File: src/rtl/spi_ram_master.sv
// Command-word serialiser for the SPI slave + RAM subsystem; captures read-data replies from MISO.
// Define SPI_RAM_MASTER_STATS_EN to add saturating frame_cnt / rd_cnt outputs.
module spi_ram_master #(
  parameter int FRAME_W    = 10,
  parameter int RD_W       = 8,
  parameter int TURNAROUND = 2
) (
  input  logic               CLK,
  input  logic               rst_n,
  input  logic               cmd_valid,
  output logic               cmd_ready,
  input  logic [FRAME_W-1:0] cmd_data,
  output logic [RD_W-1:0]    rd_data,
  output logic               rd_valid,
  output logic               busy,
  output logic               SS_n,
  output logic               MOSI,
  input  logic               MISO
`ifdef SPI_RAM_MASTER_STATS_EN
  ,
  output logic [15:0]        frame_cnt,
  output logic [15:0]        rd_cnt
`endif
);

  typedef enum logic [2:0] {IDLE, SEND, WAIT, RECV, GAP} state_e;

  state_e             state_q;
  logic [FRAME_W-1:0] shift_q;
  logic [RD_W-2:0]    cap_q;
  logic [RD_W-1:0]    rd_data_q;
  logic [3:0]         cnt_q;
  logic [2:0]         ta_q;
  logic               rd_cmd_q, ss_n_q, mosi_q, ready_q, busy_q, rd_valid_q;
  logic               last_bit, last_smp;

  assign last_bit = (state_q == SEND) && (cnt_q == 4'(FRAME_W-1));
  assign last_smp = (state_q == RECV) && (cnt_q == 4'(RD_W-1));

  always_ff @(posedge CLK or negedge rst_n) begin
    if (!rst_n) begin
      state_q    <= IDLE;
      shift_q    <= '0;
      cap_q      <= '0;
      rd_data_q  <= '0;
      cnt_q      <= '0;
      ta_q       <= '0;
      rd_cmd_q   <= 1'b0;
      ss_n_q     <= 1'b1;
      mosi_q     <= 1'b0;
      ready_q    <= 1'b1;
      busy_q     <= 1'b0;
      rd_valid_q <= 1'b0;
    end else begin
      rd_valid_q <= 1'b0;
      unique case (state_q)
        IDLE: if (cmd_valid) begin
          // MSB goes out right away; the rest waits pre-shifted
          mosi_q   <= cmd_data[FRAME_W-1];
          shift_q  <= cmd_data << 1;
          rd_cmd_q <= &cmd_data[FRAME_W-1:FRAME_W-2];
          cnt_q    <= '0;
          ss_n_q   <= 1'b0;
          ready_q  <= 1'b0;
          busy_q   <= 1'b1;
          state_q  <= SEND;
        end
        SEND: if (last_bit) begin
          mosi_q <= 1'b0;
          cnt_q  <= '0;
          if (rd_cmd_q) begin
            ta_q    <= '0;
            state_q <= WAIT;
          end else begin
            ss_n_q  <= 1'b1;
            state_q <= GAP;
          end
        end else begin
          mosi_q  <= shift_q[FRAME_W-1];
          shift_q <= shift_q << 1;
          cnt_q   <= cnt_q + 4'd1;
        end
        WAIT: if (ta_q == 3'(TURNAROUND-1)) begin
          cnt_q   <= '0;
          state_q <= RECV;
        end else begin
          ta_q <= ta_q + 3'd1;
        end
        RECV: begin
          cap_q <= {cap_q[RD_W-3:0], MISO};
          if (last_smp) begin
            rd_data_q  <= {cap_q, MISO};
            rd_valid_q <= 1'b1;
            ss_n_q     <= 1'b1;
            state_q    <= GAP;
          end else begin
            cnt_q <= cnt_q + 4'd1;
          end
        end
        GAP: begin
          ready_q <= 1'b1;
          busy_q  <= 1'b0;
          state_q <= IDLE;
        end
        default: state_q <= IDLE;
      endcase
    end
  end

  assign cmd_ready = ready_q;
  assign busy      = busy_q;
  assign SS_n      = ss_n_q;
  assign MOSI      = mosi_q;
  assign rd_data   = rd_data_q;
  assign rd_valid  = rd_valid_q;

`ifdef SPI_RAM_MASTER_STATS_EN
  logic [15:0] frame_cnt_q, frame_cnt_d, rd_cnt_q, rd_cnt_d;

  assign frame_cnt_d = (frame_cnt_q == 16'hFFFF) ? frame_cnt_q : frame_cnt_q + 16'd1;
  assign rd_cnt_d    = (rd_cnt_q == 16'hFFFF) ? rd_cnt_q : rd_cnt_q + 16'd1;

  always_ff @(posedge CLK or negedge rst_n) begin
    if (!rst_n) begin
      frame_cnt_q <= '0;
      rd_cnt_q    <= '0;
    end else begin
      if (last_bit) frame_cnt_q <= frame_cnt_d;
      if (last_smp) rd_cnt_q    <= rd_cnt_d;
    end
  end

  assign frame_cnt = frame_cnt_q;
  assign rd_cnt    = rd_cnt_q;
`endif

endmodule

File: config.mk
export PLATFORM = sky130hd
export DESIGN_NAME = spi_ram_master
export DESIGN_NICKNAME = d
export VERILOG_FILES = /design/src/rtl/spi_ram_master.sv
export SDC_FILE = /design/constraint.sdc
export NUM_CORES = 1
export LEC_CHECK = 0
export CORE_MARGIN = 2
export CORE_UTILIZATION = 57
export CTS_CLUSTER_SIZE = 10
export DETAILED_ROUTE_END_ITERATION = 12
export GPL_ROUTABILITY_DRIVEN = 0
export HOLD_SLACK_MARGIN = 0.06
export PLACE_DENSITY = 0.84
export SLEW_MARGIN = 20
export SYNTH_ARGS = -nofsm -noshare
export SYNTH_HDL_FRONTEND = slang
export SYNTH_SLANG_ARGS = --single-unit
File: constraint.sdc
create_clock -name CLK -period 3.4 [get_ports CLK]
set_clock_uncertainty 0.05 [all_clocks]
set_input_delay 1.02 -clock CLK [delete_from_list [all_inputs] [get_ports CLK]]
set_output_delay 1.02 -clock CLK [all_outputs]
set_load 0.03 [all_outputs]
; ---- Word level (Yosys, flattened, before mapping)
; Index checks and enable logic that the tools add are counted.
[totals]
regBits = 41
in_bits = 14
output_inout_bits = 13
word_cells = 79
[classes]
add_sub_neg = 2
n_eq_ne = 16
mux = 31
n_reduce_logical = 18
[ops]
columns = op, n
row1 = $mux W3, 8
row2 = $mux W10, 2
row3 = $pmux W10 S2, 1
row4 = $ne A2 B2 Y1 const B, 9
row5 = $mux W4, 4
row6 = $pmux W4 S4, 1
row7 = $pmux W3 S4, 1
row8 = $reduce_and A4 Y1, 3
row9 = $reduce_and A2 Y1, 5
row10 = $mux W1, 9
row11 = $eq A3 B1 Y1 const B, 2
row12 = $eq A3 B2 Y1 const B, 2
row13 = $pmux W1 S2, 3
row14 = $pmux W3 S2, 1
row15 = $reduce_bool A2 Y1, 3
row16 = $reduce_and A5 Y1, 1
row17 = $add A4 B1 Y4 const B, 1
row18 = $eq A4 B3 Y1 const B, 1
row19 = $eq A4 B4 Y1 const B, 1
row20 = $reduce_bool A4 Y1, 1
row21 = $add A3 B1 Y3 const B, 1
row22 = $eq A3 B3 Y1 const B, 1
row23 = $logic_not A3 Y1, 1
row24 = $pmux W1 S3, 1
row25 = other kinds (3), 4

; ---- Depth between registers and ports, before layout
; Gate-level depths: netlist of run 1.
[logic_depth]
word_depth = 4
depth_mapped = 7
ltp_nobuf = 6

; ---- Worst setup path before layout of run 1
; Ideal clock, no wire load.
[synth_timing]
path_kind = input to register
start = input port cmd_valid
end = register ss_n_q, in the netlist SS_n
setup_time_ps = 89
arrival_ps = 1778
required_time_ps = 3261
setup_slack_ps = 1482
stages = 4
path_buffers = 0
cell_sequence = nor2b_1 o31ai_1 nor2_1 a211oi_1
[synth_via]
elab_chain_len = 2
[synth_lines]
columns = item, line_no
row1 = from (decl), 10  ; input logic cmd_valid,
row2 = $ne A2 B2 Y1 (no line), n/a
row3 = $reduce_and A5 Y1 (no line), n/a
row4 = to (signal assigned), 49  ; ss_n_q <= 1'b1;
row5 = to (signal assigned), 63  ; ss_n_q <= 1'b0;
row6 = to (signal assigned), 75  ; ss_n_q <= 1'b1;
row7 = to (decl), 34  ; logic rd_cmd_q, ss_n_q, mosi_q, ready_q, busy_q, rd_valid_q;
; No other way between the ends.
; A chain may end at the register's enable or synchronous reset.

; ---- Final worst setup path of run 1
[layout_timing]
start = register ready_q, in the netlist cmd_ready
end = output port cmd_ready
[layout_lines]
columns = item, line_no
row1 = from (decl), 34
row2 = from (signal assigned), 51  ; ready_q <= 1'b1;
row3 = from (signal assigned), 64  ; ready_q <= 1'b0;
row4 = from (signal assigned), 101  ; ready_q <= 1'b1;
row5 = to (decl), 11  ; output logic cmd_ready,
; No word-level cell between the ends.

==> results.sh, run 1 <==
export IMPL_run_status="finished clean"
export IMPL_crit_type="reg -> out"
export IMPL_grt_max_degree=41
export IMPL_portBuffers=26
export IMPL_crit_required_ns=2.33
export IMPL_syn_num_nets=182
export IMPL_residual_antenna_violating_net_count_after_detailed_routing=0
export IMPL_effective_utilization_at_floorplan_pct=59.1
export IMPL_drv_cap=0
export IMPL_timing_worst_slew_pin_value_ns=0.846
export IMPL_number_of_synthesized_register_bits=40
export IMPL_synth_yosys_seq_area_share_pct=56.1
export IMPL_routed_wl_um=3370
export IMPL_min_period_over_period_pct=78.3
export IMPL_finalMaxSlewViolations=0
export IMPL_cts_htree_levels=2
export IMPL_core_rowCount=20
export IMPL_timing_critical_path_slowest_cell_delay_ns=0.67
export IMPL_cts_post_setup_buffers_inserted=0
export IMPL_post_dp_hpwl_um=2370
export IMPL_number_of_antenna_repair_diodes=0
export IMPL_mappedNetlistArea_um2=1790
export IMPL_post_dp_cell_area_um2=2060
export IMPL_clock_tree_root_cell="sky130_fd_sc_hd__clkbuf_4"
export IMPL_number_of_synthesized_flops_with_an_enable_pin=0
export IMPL_cts_repair_resized=0
export IMPL_crit_path_max_fanout=2
export IMPL_initial_antenna_violation_count=0
export IMPL_first_global_vias=1315
export IMPL_postCtsHoldBufs=0
export IMPL_power_density_nw_per_um2=787
export IMPL_setup_viol_count_final=0
export IMPL_vias=1324
export IMPL_power_consumption_w=0.00169
export IMPL_post_route_worst_setup_slack_ns=0.737
export IMPL_grt_use_total_pct=22.9
export IMPL_drt_iter0_drc=56
export IMPL_rsz_0062_raised_after_global_routing="no"
export IMPL_drt_drc_violations_left=0
export IMPL_fin_area_um2=2150
export IMPL_ys_flop_type="sky130_fd_sc_hd__dfrtp_1"
export IMPL_dieHeight_um=60.0
export IMPL_total_negative_slack_ns=0
export IMPL_dr_pass1_iters=5
export IMPL_detail_route_vias_per_cell=5.63
export IMPL_irDropWorstVdd_mv=0.448
export IMPL_leakage_power_nw=0.968
export IMPL_pre_cts_slack_ns=0.745
export IMPL_slew_headroom_pct=43.6
export IMPL_syn_instance_count=164
export IMPL_hold_worst_slack_ns=0.472
export IMPL_synth_largest_area_cell="sky130_fd_sc_hd__dfrtp_1"
export IMPL_design_core_area_um2=3030
export IMPL_layout_area_seq_um2=1000
export IMPL_worst_setup_hold_path_clk_slew_ns=0.13
export IMPL_min_period_ns=2.66
export IMPL_timing_critical_path_max_delay_family="buffers and inverters"
export IMPL_timing_critical_path_buf_inv=1
export IMPL_fp_dieArea_um2=3600
export IMPL_timing_critical_path_arrival_ns=1.59
export IMPL_cp_start_kind="flop"
export IMPL_timing_critical_path_to_type="primary output"
export IMPL_timing_fmax_ghz=0.375
export IMPL_synthMostInstantiatedCell="sky130_fd_sc_hd__dfrtp_1"
export IMPL_clock_sinks=40
export IMPL_total_clock_buffers_created_by_cts=5
export IMPL_grt_pass1_wl_um=5930
export IMPL_drive_gt1_share_pct=15.2
export IMPL_nNetsFinal=208
export IMPL_number_of_warning_messages_in_the_yosys_log=0
export IMPL_post_drt_wl_per_cell_um=14.3
export IMPL_die_width_um=60.0
export IMPL_post_syn_area_per_cell_um2=10.9
export IMPL_most_frequent_cells_after_synthesis="sky130_fd_sc_hd__dfrtp_1, sky130_fd_sc_hd__a21oi_1, sky130_fd_sc_hd__mux2_2"
export IMPL_path_cells="clkdlybuf4s50_1"
export IMPL_synth_async_sr_flop_share_pct=100
export IMPL_insertion_delay_ns=0.35
export IMPL_flow_area_growth_from_synthesis_pct=20.0
export IMPL_synth_largest_type_area_fraction_pct=53.1
export IMPL_cts_tree="yes"
export IMPL_nFillCells=215
export IMPL_hold_path_class="reg -> reg"
export IMPL_synth_top_cells_by_area="sky130_fd_sc_hd__dfrtp_1, sky130_fd_sc_hd__mux2_2, sky130_fd_sc_hd__a21oi_1, sky130_fd_sc_hd__nand3_1, sky130_fd_sc_hd__dfstp_2"
export IMPL_gr_total_overflow=0
export IMPL_multiInputGateArea_um2=697
export IMPL_number_of_different_library_cells_in_the_post_synthesis_netlist=32
export IMPL_cts_path_max_buffers=2
export IMPL_final_hold_viol_count=0
export IMPL_critPathSlowestCell="sky130_fd_sc_hd__clkdlybuf4s50_1"
export IMPL_io_pins=27
[routing by layer]
layer / vias to the layer above / wire length [µm] / track usage, %
li1: 635 / - / -
met1: 643 / 1370 / 28.5
met2: 39 / 1750 / 35.7
met3: 7 / 172 / 6.71
met4: 0 / 80 / 12.7
met5: - / 0 / 0
[flip-flops by register name, summed over array words and instances, names as in the netlist]
register,flops
rd_cmd_q,1
state_q,3
rd_valid,1
cmd_ready,1
rd_data,8
ta_q,3
cap_q,7
SS_n,1
shift_q,9
cnt_q,4
busy,1
MOSI,1
[cell type report]
| type | count | area share (%) |
|---|---|---|
| repair buffers | 26 | 11.9 |
| inverters | 14 | 2.45 |
| well taps | 44 | 2.56 |
| flip-flops and latches | 40 | 46.7 |
| clock inverters | 3 | 2.16 |
| clock buffers | 5 | 1.75 |
| multi-input cells | 103 | 32.5 |
[kinds of logic (layout without fill, tap and decap cells)]
family / count (synthesis) / in the layout / share of synthesized area, %
AND/OR/NAND/NOR: 44 / 44 / 13.6
AO/OA/AOI/OAI: 40 / 40 / 13.1
flip-flops: 40 / 40 / 56.1
buffers and inverters: 21 / 48 / 4.96
multiplexers: 15 / 15 / 9.44
adder cells (fa/ha/maj): 4 / 4 / 2.80
[layout by cell type (no fill, tap or decap), types with 2 or more instances in the layout]
cell and count:
sky130_fd_sc_hd__o21ai_0 7, sky130_fd_sc_hd__inv_1 14, sky130_fd_sc_hd__dfstp_2 2, sky130_fd_sc_hd__nand3_1 11
sky130_fd_sc_hd__a21oi_1 15, sky130_fd_sc_hd__nand2_1 6, sky130_fd_sc_hd__ha_1 4, sky130_fd_sc_hd__o211ai_1 2
sky130_fd_sc_hd__dfrtp_1 38, sky130_fd_sc_hd__nand3b_1 2, sky130_fd_sc_hd__o31ai_1 2, sky130_fd_sc_hd__mux2_2 15
sky130_fd_sc_hd__clkbuf_4 5, sky130_fd_sc_hd__nor3_1 2, sky130_fd_sc_hd__nand2b_1 3, sky130_fd_sc_hd__nor2b_1 3
sky130_fd_sc_hd__clkdlybuf4s50_1 25, sky130_fd_sc_hd__a31oi_1 2, sky130_fd_sc_hd__o22ai_1 8, sky130_fd_sc_hd__nor2_1 10
[final timing paths]
| kind | cells after the start | startpoint | end | slack, ns |
|---|---|---|---|---|
| min in group asynchronous | 1 | rst_n | MOSI | 0.70 |
| worst max-delay path | 1 | cmd_ready | cmd_ready | 0.74 |
| worst min-delay path | 1 | rd_data[6] | rd_data[6] | 0.47 |
| worst max register to register | 6 | cnt_q[1] | shift_q[2] | 1.36 |
| worst min register to register | 1 | rd_data[6] | rd_data[6] | 0.47 |
| max in group asynchronous | 1 | rst_n | ta_q[1] | 2.06 |
[where the power goes]
| group | switching, W | leakage (nW) | total [W] | internal, W |
|---|---|---|---|---|
| logic | 0.000320 | 0.421 | 0.000583 | 0.000263 |
| clock network | 0.000166 | 0.0418 | 0.000323 | 0.000157 |
| registers | 0.000144 | 0.506 | 0.000784 | 0.000640 |
| total | 0.000630 | 0.968 | 0.00169 | 0.00106 |
[stage by stage]
step | util (%) | cells
after floorplan | - | 164
after global placement | 68.1 | 227
after detailed placement | 68.1 | 227
after CTS | 70.9 | 235
after global routing | 70.9 | 235
final | 70.9 | 235
Power figures use the tool's default switching activity.
==> inputs of run 2 (changes only) <==
--- a/config.mk
+++ b/config.mk
@@ -6,12 +6,12 @@
 export NUM_CORES = 1
 export LEC_CHECK = 0
 export CORE_MARGIN = 2
-export CORE_UTILIZATION = 57
+export CORE_UTILIZATION = 53
 export CTS_CLUSTER_SIZE = 10
 export DETAILED_ROUTE_END_ITERATION = 12
 export GPL_ROUTABILITY_DRIVEN = 0
 export HOLD_SLACK_MARGIN = 0.06
-export PLACE_DENSITY = 0.84
+export PLACE_DENSITY = 0.78
 export SLEW_MARGIN = 20
 export SYNTH_ARGS = -nofsm -noshare
 export SYNTH_HDL_FRONTEND = slang
==> constraint.sdc (replaced) <==
create_clock -name CLK -period 2.48 [get_ports CLK]
set_clock_uncertainty 0.05 [all_clocks]
set_input_delay 0.744 -clock CLK [delete_from_list [all_inputs] [get_ports CLK]]
set_output_delay 0.744 -clock CLK [all_outputs]
set_load 0.03 [all_outputs]
==> run 2 against run 1 <==
Compared with the run above: first-iteration DRC count grew 13%; count of clock-buffer cells in the layout grew 1; hold slack lost 0.028 ns; critical path type unchanged; critical endpoint is now SS_n.
==> results.sh, run 2 (same netlist as run 1, synthesis figures left out) <==
export IMPL_nNetsFinal=213
export IMPL_most_common_library_cell_in_the_layout_ignoring_fill_and_taps="sky130_fd_sc_hd__dfrtp_1"
export IMPL_finalMaxSlewViolations=0
export IMPL_regToRegStartpoint="state_q[1]"
export IMPL_top_register="shift_q"
export IMPL_cts_tree="yes"
export IMPL_leakage_power_nw=0.981
export IMPL_dieHeight_um=62.1
export IMPL_die_width_um=62.1
export IMPL_worst_setup_hold_path_clk_slew_ns=0.12
export IMPL_timing_critical_path_arrival_ns=1.57
export IMPL_clock_sinks=40
export IMPL_flow_area_growth_from_synthesis_pct=21.3
export IMPL_drv_cap=0
export IMPL_crit_start="SS_n"
export IMPL_timing_critical_path_to_type="primary output"
export IMPL_residual_antenna_violating_net_count_after_detailed_routing=0
export IMPL_core_rowCount=21
export IMPL_grt_pass1_wl_um=5750
export IMPL_portBuffers=26
export IMPL_timing_critical_path_slowest_cell_delay_ns=0.67
export IMPL_hold_path_class="in -> async"
export IMPL_timing_critical_path_max_delay_family="buffers and inverters"
export IMPL_total_negative_slack_ns=0
export IMPL_clock_tree_root_cell="sky130_fd_sc_hd__clkbuf_4"
export IMPL_insertion_delay_ns=0.33
export IMPL_detail_route_vias_per_cell=5.34
export IMPL_rsz_0062_raised_after_global_routing="no"
export IMPL_timing_worst_slew_pin_value_ns=0.831
export IMPL_drive_gt1_share_pct=17.3
export IMPL_cts_path_max_buffers=2
export IMPL_effective_utilization_at_floorplan_pct=54.5
export IMPL_irDropWorstVdd_mv=0.647
export IMPL_reg2reg_slack_ns=0.65
export IMPL_crit_path_max_fanout=4
export IMPL_design_core_area_um2=3280
export IMPL_min_period_over_period_pct=95.3
export IMPL_drt_drc_violations_left=0
export IMPL_total_clock_buffers_created_by_cts=5
export IMPL_first_global_vias=1305
export IMPL_io_pins=27
export IMPL_postCtsHoldBufs=0
export IMPL_dr_pass1_iters=4
export IMPL_power_density_nw_per_um2=1050
export IMPL_post_drt_wl_per_cell_um=13.4
export IMPL_post_route_worst_setup_slack_ns=0.118
export IMPL_setup_viol_count_final=0
export IMPL_grt_max_degree=41
export IMPL_vias=1292
export IMPL_run_status="finished clean"
export IMPL_min_period_ns=2.36
export IMPL_flip_flop_count_of_the_largest_register_all_copies_and_words_added=9
export IMPL_routed_wl_um=3240
export IMPL_grt_use_total_pct=18.7
export IMPL_cts_repair_resized=0
export IMPL_path_cells="clkdlybuf4s50_1"
export IMPL_cp_start_kind="flop"
export IMPL_pre_cts_slack_ns=0.264
export IMPL_final_hold_viol_count=0
export IMPL_mostFrequentLayoutCells="sky130_fd_sc_hd__dfrtp_1, sky130_fd_sc_hd__clkdlybuf4s50_1, sky130_fd_sc_hd__a21oi_1, sky130_fd_sc_hd__mux2_2, sky130_fd_sc_hd__inv_1"
export IMPL_post_dp_hpwl_um=2410
export IMPL_timing_fmax_ghz=0.423
export IMPL_critPathSlowestCell="sky130_fd_sc_hd__clkdlybuf4s50_1"
export IMPL_number_of_antenna_repair_diodes=0
export IMPL_drt_iter0_drc=63
export IMPL_gr_total_overflow=0
export IMPL_fp_dieArea_um2=3860
export IMPL_cts_htree_levels=2
export IMPL_cts_post_setup_buffers_inserted=0
export IMPL_crit_required_ns=1.69
export IMPL_initial_antenna_violation_count=0
export IMPL_slew_headroom_pct=44.6
export IMPL_timing_critical_path_buf_inv=1
export IMPL_crit_type="reg -> out"
run 2: cell count changes in the layout (fill, tap and decap cells not counted), sizes merged:
| cell | change |
|---|---|
| buf | +5 |
| bufinv | -1 |
| clkbuf | +1 |
| clkinvlp | +1 |
| inv | -1 |
run 2: path summary, 6_finish.rpt:
kind | endpoint | cells after the start
worst max register to register | shift_q[3] | 4
max in group asynchronous | shift_q[1] | 1
worst min-delay path | rd_valid | 1
worst max-delay path | SS_n | 1
min in group CLK | cap_q[6] | 1
worst min register to register | cap_q[6] | 1
run 2: stage by stage:
| step | instances | total power (W) | instance area, µm² | utilization (%) | hold slack, ns |
|---|---|---|---|---|---|
| 2_1_floorplan | 164 | 0.00164 | 1790 | - | 0.398 |
| 3_3_place_gp | 234 | 0.00189 | 2100 | 64.0 | 0.434 |
| 3_5_place_dp | 234 | 0.00195 | 2100 | 64.0 | 0.442 |
| 4_1_cts | 242 | 0.00230 | 2170 | 66.1 | 0.468 |
| 5_1_grt | 242 | 0.00247 | 2170 | 66.1 | 0.485 |
| 6_report | 242 | 0.00228 | 2170 | 66.1 | 0.444 |
run 2: layout make-up:
type                    instances  area, µm²
fillers                       263       1110
flip-flops and latches         40       1000
multi-input cells             103        697
repair buffers                 31        293
well taps                      46       57.6
inverters                      14       52.6
clock buffers                   6       51.3
clock inverters                 2       15.0
run 2: where the power goes:
part           switching (W)  total (W)  internal [W]
Clock               0.000208   0.000345      0.000138
Combinational       0.000477   0.000877      0.000400
Sequential          0.000182    0.00106      0.000878
Total               0.000866    0.00228       0.00142
run 2: metal layers:
layer  track usage [%]  vias to the layer above  wire length, µm
met2              32.3                       25             1700
met3              3.44                        2              120
li1                  -                      648                -
met1              23.2                      617             1400
met4              8.06                        0               14
met5                 0                        -                0
